### src/rtl/gaplus_rom_port_arbiter_pkg.sv
// gaplus_rom_arb_pkg: states and helpers shared by the ROM port arbiter and its pick logic
package gaplus_rom_arb_pkg;
   typedef enum logic [1:0] {IDLE, READ, DLOAD} arb_state_t;
   localparam int MAX_RD_LAT = 7;
   function automatic int next_ptr(input int p, input int n);
      return (p == n - 1) ? 0 : p + 1;
   endfunction
endpackage

### src/rtl/gaplus_rom_port_arbiter_if.sv
// gaplus_rom_port_arbiter_if: download, requester and memory-port signals of the ROM arbiter
interface gaplus_rom_port_arbiter_if #(
   parameter int AW   = 16,
   parameter int DW   = 8,
   parameter int NREQ = 3
);
   logic                 DLEN;
   logic                 DLWR;
   logic [AW-1:0]        DLAD;
   logic [DW-1:0]        DLDT;
   logic [NREQ-1:0]      REQ;
   logic [NREQ*AW-1:0]   RAD;
   logic [NREQ-1:0]      GNT;
   logic [NREQ-1:0]      VLD;
   logic [DW-1:0]        RDT;
   logic                 BUSY;
   logic [AW-1:0]        MAD;
   logic                 MRE;
   logic                 MWE;
   logic [DW-1:0]        MDO;
   logic [DW-1:0]        MDI;
   modport slave (
      input  DLEN, DLWR, DLAD, DLDT, REQ, RAD, MDI,
      output GNT, VLD, RDT, BUSY, MAD, MRE, MWE, MDO
   );
   modport master (
      output DLEN, DLWR, DLAD, DLDT, REQ, RAD, MDI,
      input  GNT, VLD, RDT, BUSY, MAD, MRE, MWE, MDO
   );
endinterface

### src/rtl/gaplus_rom_port_arbiter_rr_pick.sv
// gaplus_rr_pick: first set request at or after ptr, wrapping modulo NREQ
module gaplus_rr_pick #(
   parameter int NREQ = 3,
   localparam int PW  = $clog2(NREQ)
) (
   input  logic [PW-1:0]   ptr,
   input  logic [NREQ-1:0] req,
   output logic [NREQ-1:0] gnt,
   output logic [PW-1:0]   idx,
   output logic            any
);
   always_comb begin
      gnt = '0;
      idx = '0;
      any = 1'b0;
      // Walk from farthest to nearest so the nearest hit is the one left standing
      for (int k = NREQ - 1; k >= 0; k--) begin
         int j;
         j = int'(ptr) + k;
         j = (j >= NREQ) ? j - NREQ : j;
         if (req[j]) begin
            gnt = NREQ'(1) << j;
            idx = PW'(j);
            any = 1'b1;
         end
      end
   end
endmodule

### src/rtl/gaplus_rom_port_arbiter.sv
// gaplus_rom_port_arbiter: one ROM port shared by the HPS download stream (priority) and NREQ round-robin readers
module gaplus_rom_port_arbiter
   import gaplus_rom_arb_pkg::*;
#(
   parameter int AW     = 16,
   parameter int DW     = 8,
   parameter int NREQ   = 3,
   parameter int RD_LAT = 2
) (
   input logic MCLK,
   input logic RESET,
   gaplus_rom_port_arbiter_if.slave bus
);
   localparam int PW = $clog2(NREQ);
   localparam int CW = $clog2(MAX_RD_LAT + 1);

   arb_state_t      state_q, state_d;
   logic [PW-1:0]   rr_q, rr_d, g_q, g_d, pick_idx;
   logic [CW-1:0]   cnt_q, cnt_d;
   logic [NREQ-1:0] gnt_q, gnt_d, vld_q, vld_d, pick_gnt;
   logic [DW-1:0]   rdt_q, rdt_d, mdo_q, mdo_d;
   logic [AW-1:0]   mad_q, mad_d;
   logic            mre_q, mre_d, mwe_q, mwe_d, busy_q, busy_d, pick_any;

   gaplus_rr_pick #(.NREQ(NREQ)) u_pick (
      .ptr (rr_q),
      .req (bus.REQ),
      .gnt (pick_gnt),
      .idx (pick_idx),
      .any (pick_any)
   );

   always_comb begin
      state_d = state_q;
      rr_d    = rr_q;
      g_d     = g_q;
      cnt_d   = cnt_q;
      gnt_d   = gnt_q;
      vld_d   = '0;
      rdt_d   = rdt_q;
      mad_d   = mad_q;
      mdo_d   = mdo_q;
      mre_d   = 1'b0;
      mwe_d   = 1'b0;
      case (state_q)
         IDLE: begin
            if (bus.DLEN) begin
               state_d = DLOAD;
            end else if (pick_any) begin
               state_d = READ;
               g_d     = pick_idx;
               gnt_d   = pick_gnt;
               mad_d   = bus.RAD[pick_idx*AW +: AW];
               mre_d   = 1'b1;
               cnt_d   = CW'(RD_LAT);
            end
         end
         READ: begin
            if (cnt_q == CW'(1)) begin
               state_d = IDLE;
               rdt_d   = bus.MDI;
               vld_d   = gnt_q;
               gnt_d   = '0;
               rr_d    = PW'(next_ptr(int'(g_q), NREQ));
            end else begin
               cnt_d = cnt_q - CW'(1);
            end
         end
         DLOAD: begin
            // The exit edge still forwards its strobe, so a byte written as DLEN falls is kept
            mwe_d = bus.DLWR;
            mad_d = bus.DLAD;
            mdo_d = bus.DLDT;
            if (!bus.DLEN) begin
               state_d = IDLE;
               rr_d    = '0;
            end
         end
         default: state_d = IDLE;
      endcase
      busy_d = (state_d != IDLE);
   end

   always_ff @(posedge MCLK) begin
      if (RESET) begin
         state_q <= IDLE;
         rr_q    <= '0;
         g_q     <= '0;
         cnt_q   <= '0;
         gnt_q   <= '0;
         vld_q   <= '0;
         rdt_q   <= '0;
         mad_q   <= '0;
         mdo_q   <= '0;
         mre_q   <= 1'b0;
         mwe_q   <= 1'b0;
         busy_q  <= 1'b0;
      end else begin
         state_q <= state_d;
         rr_q    <= rr_d;
         g_q     <= g_d;
         cnt_q   <= cnt_d;
         gnt_q   <= gnt_d;
         vld_q   <= vld_d;
         rdt_q   <= rdt_d;
         mad_q   <= mad_d;
         mdo_q   <= mdo_d;
         mre_q   <= mre_d;
         mwe_q   <= mwe_d;
         busy_q  <= busy_d;
      end
   end

   assign bus.GNT  = gnt_q;
   assign bus.VLD  = vld_q;
   assign bus.RDT  = rdt_q;
   assign bus.BUSY = busy_q;
   assign bus.MAD  = mad_q;
   assign bus.MRE  = mre_q;
   assign bus.MWE  = mwe_q;
   assign bus.MDO  = mdo_q;
endmodule

### src/flat_wrapper.sv
// flat-port wrapper written by rule: the top's interface ports become plain ports
module gaplus_rom_port_arbiter_flat import gaplus_rom_arb_pkg::*;
#(
   parameter int AW     = 16,
   parameter int DW     = 8,
   parameter int NREQ   = 3,
   parameter int RD_LAT = 2
)
  (MCLK, RESET, bus_DLEN, bus_DLWR, bus_DLAD, bus_DLDT, bus_REQ, bus_RAD, bus_MDI, bus_GNT, bus_VLD, bus_RDT, bus_BUSY, bus_MAD, bus_MRE, bus_MWE, bus_MDO);
  gaplus_rom_port_arbiter_if #(.AW(AW), .DW(DW), .NREQ(NREQ)) bus_i ();
  input logic MCLK;
  input logic RESET;
  input wire logic [$bits(bus_i.DLEN)-1:0] bus_DLEN;
  input wire logic [$bits(bus_i.DLWR)-1:0] bus_DLWR;
  input wire logic [$bits(bus_i.DLAD)-1:0] bus_DLAD;
  input wire logic [$bits(bus_i.DLDT)-1:0] bus_DLDT;
  input wire logic [$bits(bus_i.REQ)-1:0] bus_REQ;
  input wire logic [$bits(bus_i.RAD)-1:0] bus_RAD;
  input wire logic [$bits(bus_i.MDI)-1:0] bus_MDI;
  output wire logic [$bits(bus_i.GNT)-1:0] bus_GNT;
  output wire logic [$bits(bus_i.VLD)-1:0] bus_VLD;
  output wire logic [$bits(bus_i.RDT)-1:0] bus_RDT;
  output wire logic [$bits(bus_i.BUSY)-1:0] bus_BUSY;
  output wire logic [$bits(bus_i.MAD)-1:0] bus_MAD;
  output wire logic [$bits(bus_i.MRE)-1:0] bus_MRE;
  output wire logic [$bits(bus_i.MWE)-1:0] bus_MWE;
  output wire logic [$bits(bus_i.MDO)-1:0] bus_MDO;
  assign bus_i.DLEN = bus_DLEN;
  assign bus_i.DLWR = bus_DLWR;
  assign bus_i.DLAD = bus_DLAD;
  assign bus_i.DLDT = bus_DLDT;
  assign bus_i.REQ = bus_REQ;
  assign bus_i.RAD = bus_RAD;
  assign bus_i.MDI = bus_MDI;
  assign bus_GNT = bus_i.GNT;
  assign bus_VLD = bus_i.VLD;
  assign bus_RDT = bus_i.RDT;
  assign bus_BUSY = bus_i.BUSY;
  assign bus_MAD = bus_i.MAD;
  assign bus_MRE = bus_i.MRE;
  assign bus_MWE = bus_i.MWE;
  assign bus_MDO = bus_i.MDO;
  gaplus_rom_port_arbiter #(.AW(AW), .DW(DW), .NREQ(NREQ), .RD_LAT(RD_LAT)) u_core (.MCLK(MCLK), .RESET(RESET), .bus(bus_i));
endmodule
### config.mk
export PLATFORM = sky130hd
export DESIGN_NAME = gaplus_rom_port_arbiter_flat
export DESIGN_NICKNAME = d
export VERILOG_FILES = /design/src/rtl/gaplus_rom_port_arbiter_pkg.sv /design/src/rtl/gaplus_rom_port_arbiter_if.sv /design/src/rtl/gaplus_rom_port_arbiter_rr_pick.sv /design/src/rtl/gaplus_rom_port_arbiter.sv /design/src/flat_wrapper.sv
export SDC_FILE = /design/constraint.sdc
export NUM_CORES = 1
export LEC_CHECK = 0
export CORE_MARGIN = 2
export CORE_UTILIZATION = 37
export CTS_BUF_LIST = sky130_fd_sc_hd__clkbuf_16
export CTS_CLUSTER_DIAMETER = 200
export DETAILED_ROUTE_END_ITERATION = 16
export HOLD_SLACK_MARGIN = 0.15
export PLACE_DENSITY = 0.82
export SYNTH_ARGS = -nofsm -noshare
export SYNTH_HDL_FRONTEND = slang
export SYNTH_SLANG_ARGS = --single-unit
### constraint.sdc
create_clock -name MCLK -period 2.6 [get_ports MCLK]
set_clock_uncertainty 0.15 [all_clocks]
set_input_delay 0.52 -clock MCLK [delete_from_list [all_inputs] [get_ports MCLK]]
set_output_delay 0.52 -clock MCLK [all_outputs]
set_load 0.05 [all_outputs]
==> results of run 1 <==
## per-layer routing
| layer | track usage [%] | vias up | share of wire [%] |
|---|---|---|---|
| li1 | - | 1397 | - |
| met1 | 24.3 | 1295 | 42 |
| met2 | 35.8 | 90 | 51 |
| met3 | 4.99 | 0 | 7.2 |
| met4 | 2.31 | 0 | 0 |
| met5 | 0 | - | 0 |
## layout by cell type (no fill, tap or decap), types with 2 or more instances in the layout
cell type and count:
clkdlybuf4s50_1 125, nor2_1 60, nand2_1 55, dfxtp_1 48, a21oi_1 23, buf_4 21
o21ai_0 17, a211o_1 16, a311oi_2 16, inv_1 7, nor3b_1 6, clkbuf_16 5
buf_12 4, nor3_1 3, nand3_1 3, ha_1 3, nand3b_1 2, o31ai_4 2
nor2b_2 2, or2_1 2, nand2b_1 2, a21oi_2 2, nand4b_1 2, o31ai_1 2
clkinv_2 2, dfxtp_2 2
## report_power, final
group	switching (mW)	leakage [nW]	internal (mW)
registers	0.0352	0.410	0.822
logic	0.402	1.15	0.352
clock network	0.276	0.0836	0.451
total	0.714	1.64	1.62
## cell families (layout without fill, tap and decap cells)
| group | after synthesis | after routing | synth area share, % |
|---|---|---|---|
| simple gates | 143 | 143 | 23.3 |
| compound gates | 89 | 89 | 28.7 |
| flops | 50 | 50 | 37.2 |
| buf+inv | 31 | 168 | 6.33 |
| fa+ha+maj | 5 | 5 | 2.33 |
| mux | 4 | 4 | 2.14 |
## final timing paths
kind,start,endpoint,cells after the start
worst max-delay path,bus_REQ[0],u_core.bus.MAD[4],8
worst max register to register,u_core.rr_q[1],u_core.bus.MAD[4],9
worst min register to register,u_core.bus.RDT[5],u_core.bus.RDT[5],2
worst min-delay path,u_core.bus.RDT[5],u_core.bus.RDT[5],2
## metrics by stage
step | area, um^2 | util [%]
2_1_floorplan | 2690 | -
3_3_place_gp | 4180 | 58.5
3_5_place_dp | 4180 | 58.5
4_1_cts | 4370 | 61.2
5_1_grt | 4400 | 61.6
6_report | 4400 | 61.6
## sequential cells by signal, summed over array words and instances, names as in the netlist
register,cells
u_core.cnt_q,3
u_core.bus.MDO,8
u_core.bus.MRE,1
u_core.state_q,2
u_core.bus.VLD,3
u_core.bus.MWE,1
u_core.bus.BUSY,1
u_core.bus.GNT,3
u_core.bus.RDT,8
u_core.bus.MAD,16
u_core.rr_q,2
u_core.g_q,2
## worst reg2reg max path: stages, from the launching register on
cell and delay [ns]:
dfxtp_2 0.35, inv_1 0.08, ha_2 0.22, mux2i_2 0.32, a2bb2oi_4 0.20, mux2i_4 0.30, buf_12 0.20, nor2_1 0.07
a211o_1 0.28, a311oi_2 0.23
## final cells by class
cell class,instances,area [um^2],area share (%)
multi-input cells,241,1560,35.5
repair buffers,153,1520,34.5
flip-flops and latches,50,1000,22.8
clock buffers,5,125,2.84
well taps,99,124,2.82
clock inverters,3,40.0,0.910
inverters,7,26.3,0.597
## what timing repair did
action / 4_1_cts / 5_1_grt
hold endpoints to repair: 0 / 0
endpoints found under the setup margin: 16 / 12
resized for setup: 3 / 7
buffers inserted: 0 / 1
pin swaps: 1 / 2
==> summary.txt, run 1 <==
Yosys
  – Syn Area/Cell: 8.35 um^2
  – Commonest cells in the netlist: nor2_1, nand2_1, dfxtp_1
  – Top cells by area, synth: dfxtp_1, a311oi_2, nor2_1
  – Count leader, synth: nor2_1
  – Netlist cell types: 45
  – Syn Inst Count: 322
  – Synth Register Bits: 50
  – Synth Flop Type: dfxtp_1
  – Synth area leader: dfxtp_1
  – Yosys top cell area share: 37.2%
  – Synthesized area: 2690 um^2
  – Number of synthesized flops with an enable pin: 0
  – Syn_nets: approximately 410
  – Seq/Total Area, Yosys: 37.2%
  – Synthesis warning total: 0
  – Asr flop ratio synth: 0%

STA
  – Max_slew headroom: approximately 50%
  – Final setup vio count: 0
  – Max Clock Freq: 0.399 GHz
  – Final WS setup: 0.0930 ns
  – Final hold slack: about 0.31 ns
  – Least-Margin Pin Slew: 0.747 ns
  – Fin crit share: 96.4%
  – Final Hold Viols: 0
  – Final number of max-transition violations: 0
  – Fin Setup TNS: 0 ns
  – Period minus WS final: about 2.5 ns
  – RSZ-0062 raised after global routing: no

Clock network
  – H-tree levels: 2
  – Hold_buf cts: 0
  – Worst-Skew Late Latency: 0.28 ns
  – CTS buffer count: 5
  – CTS Root Cell: clkbuf_16
  – CTS tree: done
  – CTS max path bufs: 2
  – Clk sinks: 50
  – Clock slew at reported path FFs: roughly 0.07 ns

Final layout
  – Non-Filler Instances: 558
  – Filler cells: 652
  – P&R area growth vs syn: 63.5%
  – Layout net count: between 500 and 600
  – N_diodes: 0
  – Layout cells sized above 1: 15.9%

Power
  – PwrDens: approximately 530 nW/um^2
  – Total Power: between 2 and 2.5 mW
  – VDD IR-drop max: about 400 uV
  – Leakage power: about 1.6 nW

Place
  – Routability Congestion: about 0.80
  – Worst slack at placement: -0.216 ns
  – Count of input and output buffers: 127
  – Placed insts: 549
  – Detail Placement HPWL: 6170 um

Die
  – Die extent in y: approximately 89 um
  – Core area: 7140 um^2
  – # rows: 31
  – Initial Utilization: 37.7%
  – Die Span X: 89.3 um
  – Die Area: between 7000 and 8000 um^2
  – # IOs: 128

Critical path
  – CP delay by family, top: compound AO/OA/AOI/OAI gates
  – Worst setup EP type: register
  – Critical path class: input port to register
  – Slowest-stage cell, CP: clkdlybuf4s50_1
  – Worst path arrival time: about 2.6 ns
  – Worst-path fanout max: 28
  – CP Launch Type: input port
  – Critical Path RT: 2.65 ns
  – Crit-path cells: clkdlybuf4s50_1 > mux2i_2 > a2bb2oi_4 > mux2i_4 > buf_12 > nor2_1 > a211o_1 > a311oi_2
  – Worst path max stage delay: 0.47 ns
  – Register-to-Register Setup Slack: 0.12 ns
  – CP bufs+invs: 2

Detailed routing
  – WL final: 8090 um
  – Drc violations: 0
  – Vias: 2782
  – DRT antenna net count: 0
  – 1st-pass router iterations: 4
  – DR iter-0 viols: between 80 and 90
  – Via density: 4.99
  – Drt wl/cell: 14.5 um

GRT
  – Initial antenna violation count: 0
  – Grt total ovfl: 0
  – Pin count of the biggest net entering global routing: 34
  – Vias in the first global route: 2689
  – First-pass GRT wire length: 12400 um
  – GRT Total Usage: between 10% and 20%

Job
  – Max-Cap Viols: 0

Run status
  – Status: finished, final reports clean

Hold path
  – Hold/Removal Path Class: register to register
No activity file was read; power rests on OpenSTA's default activity.
==> run 2: changes to the inputs <==
--- a/config.mk
+++ b/config.mk
@@ -10,6 +10,7 @@
 export CTS_BUF_LIST = sky130_fd_sc_hd__clkbuf_16
 export CTS_CLUSTER_DIAMETER = 200
 export DETAILED_ROUTE_END_ITERATION = 16
+export GPL_TIMING_DRIVEN = 0
 export HOLD_SLACK_MARGIN = 0.15
 export PLACE_DENSITY = 0.82
 export SYNTH_ARGS = -nofsm -noshare
==> summary.txt, run 2 (same netlist as run 1, synthesis figures left out) <==
Run status
  – Status: finished, final reports clean

Die
  – # rows: 31 (unchanged)
  – Initial Utilization: 37.7% (unchanged)
  – Die extent in y: 89.3 um (unchanged)
  – Die Area: 7970 um^2 (unchanged)
  – Die Span X: 89.3 um (unchanged)
  – # IOs: 128 (unchanged)
  – Core area: 7140 um^2 (unchanged)

Final layout
  – P&R area growth vs syn: 62.5%
  – Utilization after layout: 61.2% (-0.39 points)
  – Layout cells sized above 1: 14.2% (-1.7 points)
  – Commonest cells after routing, fill and taps aside: clkdlybuf4s50_1, nor2_1, nand2_1, dfxtp_1, a21oi_1
  – Most common cell after layout, fill and taps aside: clkdlybuf4s50_1
  – Max reg flops: 16 (unchanged)
  – Layout net count: 556 (+1.1%)
  – N_diodes: 0 (unchanged)

GRT
  – Vias in the first global route: 2823 (+5.0%)
  – Initial antenna violation count: 0 (unchanged)
  – Pin count of the biggest net entering global routing: 17 (-50%)
  – First-pass GRT wire length: 13100 um (+6.3%)
  – GRT Total Usage: 21.0% (+1.3 points)
  – Grt total ovfl: 0 (unchanged)

Critical path
  – Critical Path Sink: u_core.bus.MAD[15]
  – Register-to-Register Setup Slack: 0.07 ns (-0.05 ns)
  – Setup crit start: u_core.rr_q[1]
  – Crit-path cells: inv_2 > ha_4 > mux2i_4 > a2bb2oi_4 > mux2i_4 > buf_6 > nor2_2 > a211o_1 > a311oi_2
  – Slowest-stage cell, CP: mux2i_4
  – Critical path class: register to register
  – Worst setup EP type: register
  – Critical Path RT: 2.64 ns (about the same)
  – CP Launch Type: register
  – Worst path arrival time: 2.57 ns (+0.02 ns)
  – CP most frequent cell: mux2i_4
  – Worst-path fanout max: 6 (-79%)
  – R2R depth: 9 (unchanged)
  – Worst path max stage delay: 0.37 ns (-0.10 ns)
  – RR Startpoint: u_core.rr_q[1]
  – Reg2reg end: u_core.bus.MAD[15]

Power
  – Sequential fraction of design power: 36.4% (-0.3 points)
  – P_int: 1.61 mW (-0.90%)
  – Clock Power Share: 31.7% (+0.6 points)
  – PwrDens: 536 nW/um^2 (+0.88%)
  – Switching power of the nets: 0.734 mW (+2.9%)
  – Switching part of the total: 31.3% (+0.79 points)
  – Total Power: 2.34 mW (+0.24%)
  – VDD IR-drop max: 321 uV (-20%)
  – Leakage power: 1.62 nW (-1.1%)
  – Logic pwr share: 31.9% (-0.4 points)

Detailed routing
  – WL final: 8550 um (+5.7%)
  – Drt wl/cell: 15.2 um (+4.6%)
  – Vias: 2840 (+2.1%)
  – 1st-pass router iterations: 4 (unchanged)
  – DR iter-0 viols: 94 (+8.0%)
  – Drc violations: 0 (unchanged)
  – DRT antenna net count: 0 (unchanged)
  – Via density: 5.04 (+1.0%)

Clock network
  – CTS buffer count: 5 (unchanged)
  – CTS max path bufs: 2 (unchanged)
  – Worst-Skew Late Latency: 0.29 ns (about the same)
  – Clock slew at reported path FFs: 0.07 ns (about the same)
  – CTS Root Cell: clkbuf_16
  – CTS tree: done
  – Clk sinks: 50 (unchanged)
  – H-tree levels: 2 (unchanged)

STA
  – Final hold slack: 0.303 ns (-0.00195 ns)
  – Final setup vio count: 0 (unchanged)
  – Final WS setup: 0.0749 ns (-0.0181 ns)
  – Least-Margin Pin Slew: 0.760 ns (+0.0132 ns)
  – RSZ-0062 raised after global routing: yes
  – Final number of max-transition violations: 0 (unchanged)
  – Max Clock Freq: 0.396 GHz (-0.72%)
  – Fin crit share: 97.1% (+0.70 points)
  – Period minus WS final: 2.53 ns (+0.0181 ns)
  – Final Hold Viols: 0 (unchanged)
  – Max_slew headroom: 49.3% (-0.88 points)

Place
  – Count of input and output buffers: 127 (unchanged)
  – Detail Placement HPWL: 6300 um (+2.1%)
  – Routability Congestion: 0.847 (+5.7%)
  – Worst slack at placement: -0.361 ns (-0.145 ns)

Hold path
  – Hold/Removal Path Class: register to register

Job
  – Max-Cap Viols: 0 (unchanged)
## run 2: cell count changes in the layout (fill, tap and decap cells not counted), sizes merged
cell / delta
clkinv: -1
buf: -8
dlygate4sd2: +1
clkdlybuf4s50: -1
dlymetal6s2s: +1
clkbuf: +13
inv: +1
## run 2: critical path, delay by kind of cell (launching register included)
family | cells | cell delay, ns
adder cells (fa/ha/maj) | 1 | 0.18
flip-flops | 1 | 0.34
AO/OA/AOI/OAI | 3 | 0.78
multiplexers | 2 | 0.69
buffers and inverters | 2 | 0.26
AND/OR/NAND/NOR | 1 | 0.04
## run 2: repair_timing
| item | 4_1_cts | 5_1_grt |
|---|---|---|
| setup buffers | 2 | 5 |
| gates cloned | 0 | 1 |
| hold buffers | 0 | 0 |
| endpoints found under the setup margin | 13 | 21 |
| pin swaps | 1 | 8 |
| resized for setup | 3 | 19 |
## run 2: layout make-up
| type | count | area [um^2] |
|---|---|---|
| inverter | 7 | 26.3 |
| sequential | 50 | 1010 |
| buffer | 24 | 161 |
| fill | 645 | 2770 |
| tap | 99 | 124 |
| timing repair buffer | 135 | 1330 |
| clock inverter | 3 | 42.5 |
| multi-input combinational | 241 | 1550 |
| clock buffer | 5 | 125 |
## run 2: worst min path at each step
stage,from,endpoint,slack (ns),depth (start not counted)
after detailed placement,u_core.bus.RDT[2],u_core.bus.RDT[2],0.30,2
after CTS,u_core.bus.RDT[2],u_core.bus.RDT[2],0.31,2
final,u_core.bus.MDO[7],u_core.bus.MDO[7],0.30,2
after global routing,u_core.bus.MDO[7],u_core.bus.MDO[7],0.33,2
after global placement,u_core.bus.MDO[2],u_core.bus.MDO[2],0.29,2
after floorplan,u_core.g_q[1],u_core.g_q[1],0.31,2
## run 2: power groups by stage
| stage | Sequential [mW] | Combinational (mW) | Clock, mW |
|---|---|---|---|
| floorplan | 1.03 | 0.275 | 0 |
| global placement | 0.869 | 0.720 | 0 |
| detailed placement | 0.871 | 0.731 | 0 |
| CTS | 0.854 | 0.738 | 0.756 |
| global route | 0.859 | 0.799 | 0.786 |
| finish | 0.853 | 0.747 | 0.743 |
## run 2: metrics by stage
stage          area (um^2)  TNS [ns]  instances
3_5_place_dp          4090     -7.13        548
2_1_floorplan         2690         0        322
4_1_cts               4280         0        558
6_report              4370         0        564
5_1_grt               4370    -0.128        564
3_3_place_gp          4090     -6.11        548
## run 2: metal layers
layer  routed length, um  track usage [%]  up-vias
met5                   0                0        -
met4                  70             3.93        0
met3                 744             5.72        8
met2                4120             38.0      111
met1                3610             25.1     1307
li1                    -                -     1414
==> run 3: changes to the inputs <==
--- a/config.mk
+++ b/config.mk
@@ -6,13 +6,13 @@
 export NUM_CORES = 1
 export LEC_CHECK = 0
 export CORE_MARGIN = 2
-export CORE_UTILIZATION = 37
+export CORE_UTILIZATION = 30
 export CTS_BUF_LIST = sky130_fd_sc_hd__clkbuf_16
 export CTS_CLUSTER_DIAMETER = 200
 export DETAILED_ROUTE_END_ITERATION = 16
 export GPL_TIMING_DRIVEN = 0
 export HOLD_SLACK_MARGIN = 0.15
-export PLACE_DENSITY = 0.82
+export PLACE_DENSITY = 0.68
 export SYNTH_ARGS = -nofsm -noshare
 export SYNTH_HDL_FRONTEND = slang
 export SYNTH_SLANG_ARGS = --single-unit
==> summary.txt, run 3 (same netlist as run 1, synthesis figures left out) <==
Final layout
  – Layout cells sized above 1: 13.5% (-0.65 points)
  – Most common cell after layout, fill and taps aside: clkdlybuf4s50_1
  – P&R area growth vs syn: 63.6%
  – Non-Filler Instances: 573 (+1.6%)
  – Commonest cells after routing, fill and taps aside: clkdlybuf4s50_1, nor2_1, nand2_1, dfxtp_1, a21oi_1
  – Layout net count: 556 (unchanged)
  – Max reg flops: 16 (unchanged)
  – N_diodes: 0 (unchanged)

Critical path
  – Critical path depth: 9 (unchanged)
  – Crit-path cells: inv_2 > ha_4 > mux2i_4 > a2bb2oi_4 > mux2i_4 > buf_6 > nor2_1 > a211o_1 > a311oi_2
  – Critical path class: register to register
  – RR Startpoint: u_core.rr_q[1]
  – Reg2reg end: u_core.bus.MAD[15]
  – CP delay by family, top: compound AO/OA/AOI/OAI gates
  – Worst-path fanout max: 6 (unchanged)
  – CP bufs+invs: 2 (unchanged)
  – Critical Path RT: 2.65 ns (about the same)
  – Slowest-stage cell, CP: mux2i_4
  – Worst setup EP type: register
  – Register-to-Register Setup Slack: 0.12 ns (+0.04 ns)
  – Setup crit start: u_core.rr_q[1]
  – CP most frequent cell: mux2i_4
  – Worst path arrival time: 2.53 ns (-0.04 ns)
  – R2R depth: 9 (unchanged)
  – CP Launch Type: register
  – Worst path max stage delay: 0.39 ns (+0.02 ns)

STA
  – Final setup vio count: 0 (unchanged)
  – Max_slew headroom: 25.9% (-23 points)
  – Final number of max-transition violations: 0 (unchanged)
  – Period minus WS final: 2.48 ns (-0.0450 ns)
  – Least-Margin Pin Slew: 1.11 ns (+0.349 ns)
  – Fin Setup TNS: 0 ns (unchanged)
  – Final Hold Viols: 0 (unchanged)
  – Final WS setup: 0.120 ns (+0.0450 ns)
  – Max Clock Freq: 0.403 GHz (+1.8%)
  – Final hold slack: 0.307 ns (+0.00383 ns)
  – Fin crit share: 95.4% (-1.7 points)

Clock network
  – CTS buffer count: 5 (unchanged)
  – H-tree levels: 2 (unchanged)
  – CTS max path bufs: 2 (unchanged)
  – Clk sinks: 50 (unchanged)
  – Hold_buf cts: 0 (unchanged)
  – Clock slew at reported path FFs: 0.07 ns (about the same)
  – Worst-Skew Late Latency: 0.29 ns (about the same)
  – CTS Root Cell: clkbuf_16
  – CTS tree: done

GRT
  – Grt total ovfl: 0 (unchanged)
  – GRT Total Usage: 16.7% (-4.4 points)
  – Pin count of the biggest net entering global routing: 17 (unchanged)
  – First-pass GRT wire length: 13200 um (+0.27%)
  – Initial antenna violation count: 0 (unchanged)
  – Vias in the first global route: 2640 (-6.5%)

Power
  – VDD IR-drop max: 258 uV (-20%)
  – Leakage power: 1.64 nW (+1.1%)
  – Clock Power Share: 34.6% (+2.9 points)
  – P_int: 1.71 mW (+6.2%)
  – Logic pwr share: 30.5% (-1.4 points)
  – PwrDens: 556 nW/um^2 (+3.7%)
  – Switching power of the nets: 0.738 mW (+0.51%)
  – Sequential fraction of design power: 34.8% (-1.6 points)
  – Total Power: 2.45 mW (+4.4%)
  – Switching part of the total: 30.2% (-1.2 points)

Detailed routing
  – Drt wl/cell: 14.9 um (-1.6%)
  – 1st-pass router iterations: 4 (unchanged)
  – WL final: 8550 um (unchanged)
  – Vias: 2826 (-0.49%)
  – Via density: 4.93 (-2.1%)
  – Drc violations: 0 (unchanged)
  – DR iter-0 viols: 98 (+4.3%)
  – DRT antenna net count: 0 (unchanged)

Run status
  – Status: finished, final reports clean

Die
  – Die Area: 9740 um^2 (+22%)
  – Initial Utilization: 30.8% (-6.8 points)
  – # rows: 34 (+9.7%)
  – Die Span X: 98.7 um (+11%)
  – Core area: 8720 um^2 (+22%)
  – # IOs: 128 (unchanged)
  – Die extent in y: 98.7 um (+11%)

Hold path
  – Hold endpoint: u_core.bus.RDT[2]
  – Hold/Removal Path Class: register to register
  – Hold depth: 2 (unchanged)
  – Hold path startpoint: u_core.bus.RDT[2]

Place
  – Placed insts: 557 (+1.6%)
  – Routability Congestion: 0.803 (-5.2%)
  – Worst slack at placement: -0.442 ns (-0.0810 ns)
  – Count of input and output buffers: 127 (unchanged)
  – Detail Placement HPWL: 6390 um (+1.5%)

Job
  – Max-Cap Viols: 0 (unchanged)
==> run 3: metrics by stage <==
step           instance area [um^2]  utilization, %
5_1_grt                        4400            50.5
6_report                       4400            50.5
2_1_floorplan                  2690               -
3_3_place_gp                   4100            47.0
4_1_cts                        4330            49.7
3_5_place_dp                   4100            47.0
==> run 3: worst max path at each step <==
stage,endpoint,slack [ns]
floorplan,u_core.bus.MAD[0],0.19
global placement,u_core.bus.MAD[14],-0.39
detailed placement,u_core.bus.MAD[14],-0.44
CTS,u_core.bus.MAD[14],0.01
global route,u_core.bus.MAD[11],-0.006
finish,u_core.bus.MAD[15],0.12
==> run 3: worst register-to-register path: cells and delay by family, from the launching register on <==
family                     cells  cell delay, ns
DFF                            1            0.33
buffers and inverters          2            0.27
AOI/OAI and AO/OA              3            0.74
muxes                          2            0.68
adders and majority gates      1            0.19
and+or+nand+nor                1            0.04
==> run 3: power groups by stage <==
stage	logic, mW	registers [mW]	clock network (mW)
floorplan	0.275	1.03	0
global placement	0.727	0.868	0
CTS	0.742	0.853	0.866
detailed placement	0.735	0.871	0
finish	0.747	0.852	0.848
global route	0.795	0.858	0.893
==> run 3: routing by layer <==
layer / vias to the layer above / wire [um] / GRT usage (%)
met5: - / 0 / 0
met4: 0 / 108 / 3.69
met3: 10 / 471 / 3.40
met2: 88 / 4100 / 27.9
met1: 1317 / 3870 / 22.2
li1: 1411 / - / -
==> run 3: layout make-up <==
type                       instances  area, um^2
inverter                           7        26.3
tap                              108         135
timing repair buffer             135        1340
sequential                        50        1000
clock inverter                     3        68.8
buffer                            24         156
multi-input combinational        241        1550
fill                             812        4320
clock buffer                       5         125
==> run 3: repair_timing <==
item / in CTS / in global routing
pin swaps: 1 / 11
endpoints found under the setup margin: 16 / 18
resized for setup: 5 / 12
gates cloned: 0 / 2
buffers inserted: 2 / 4
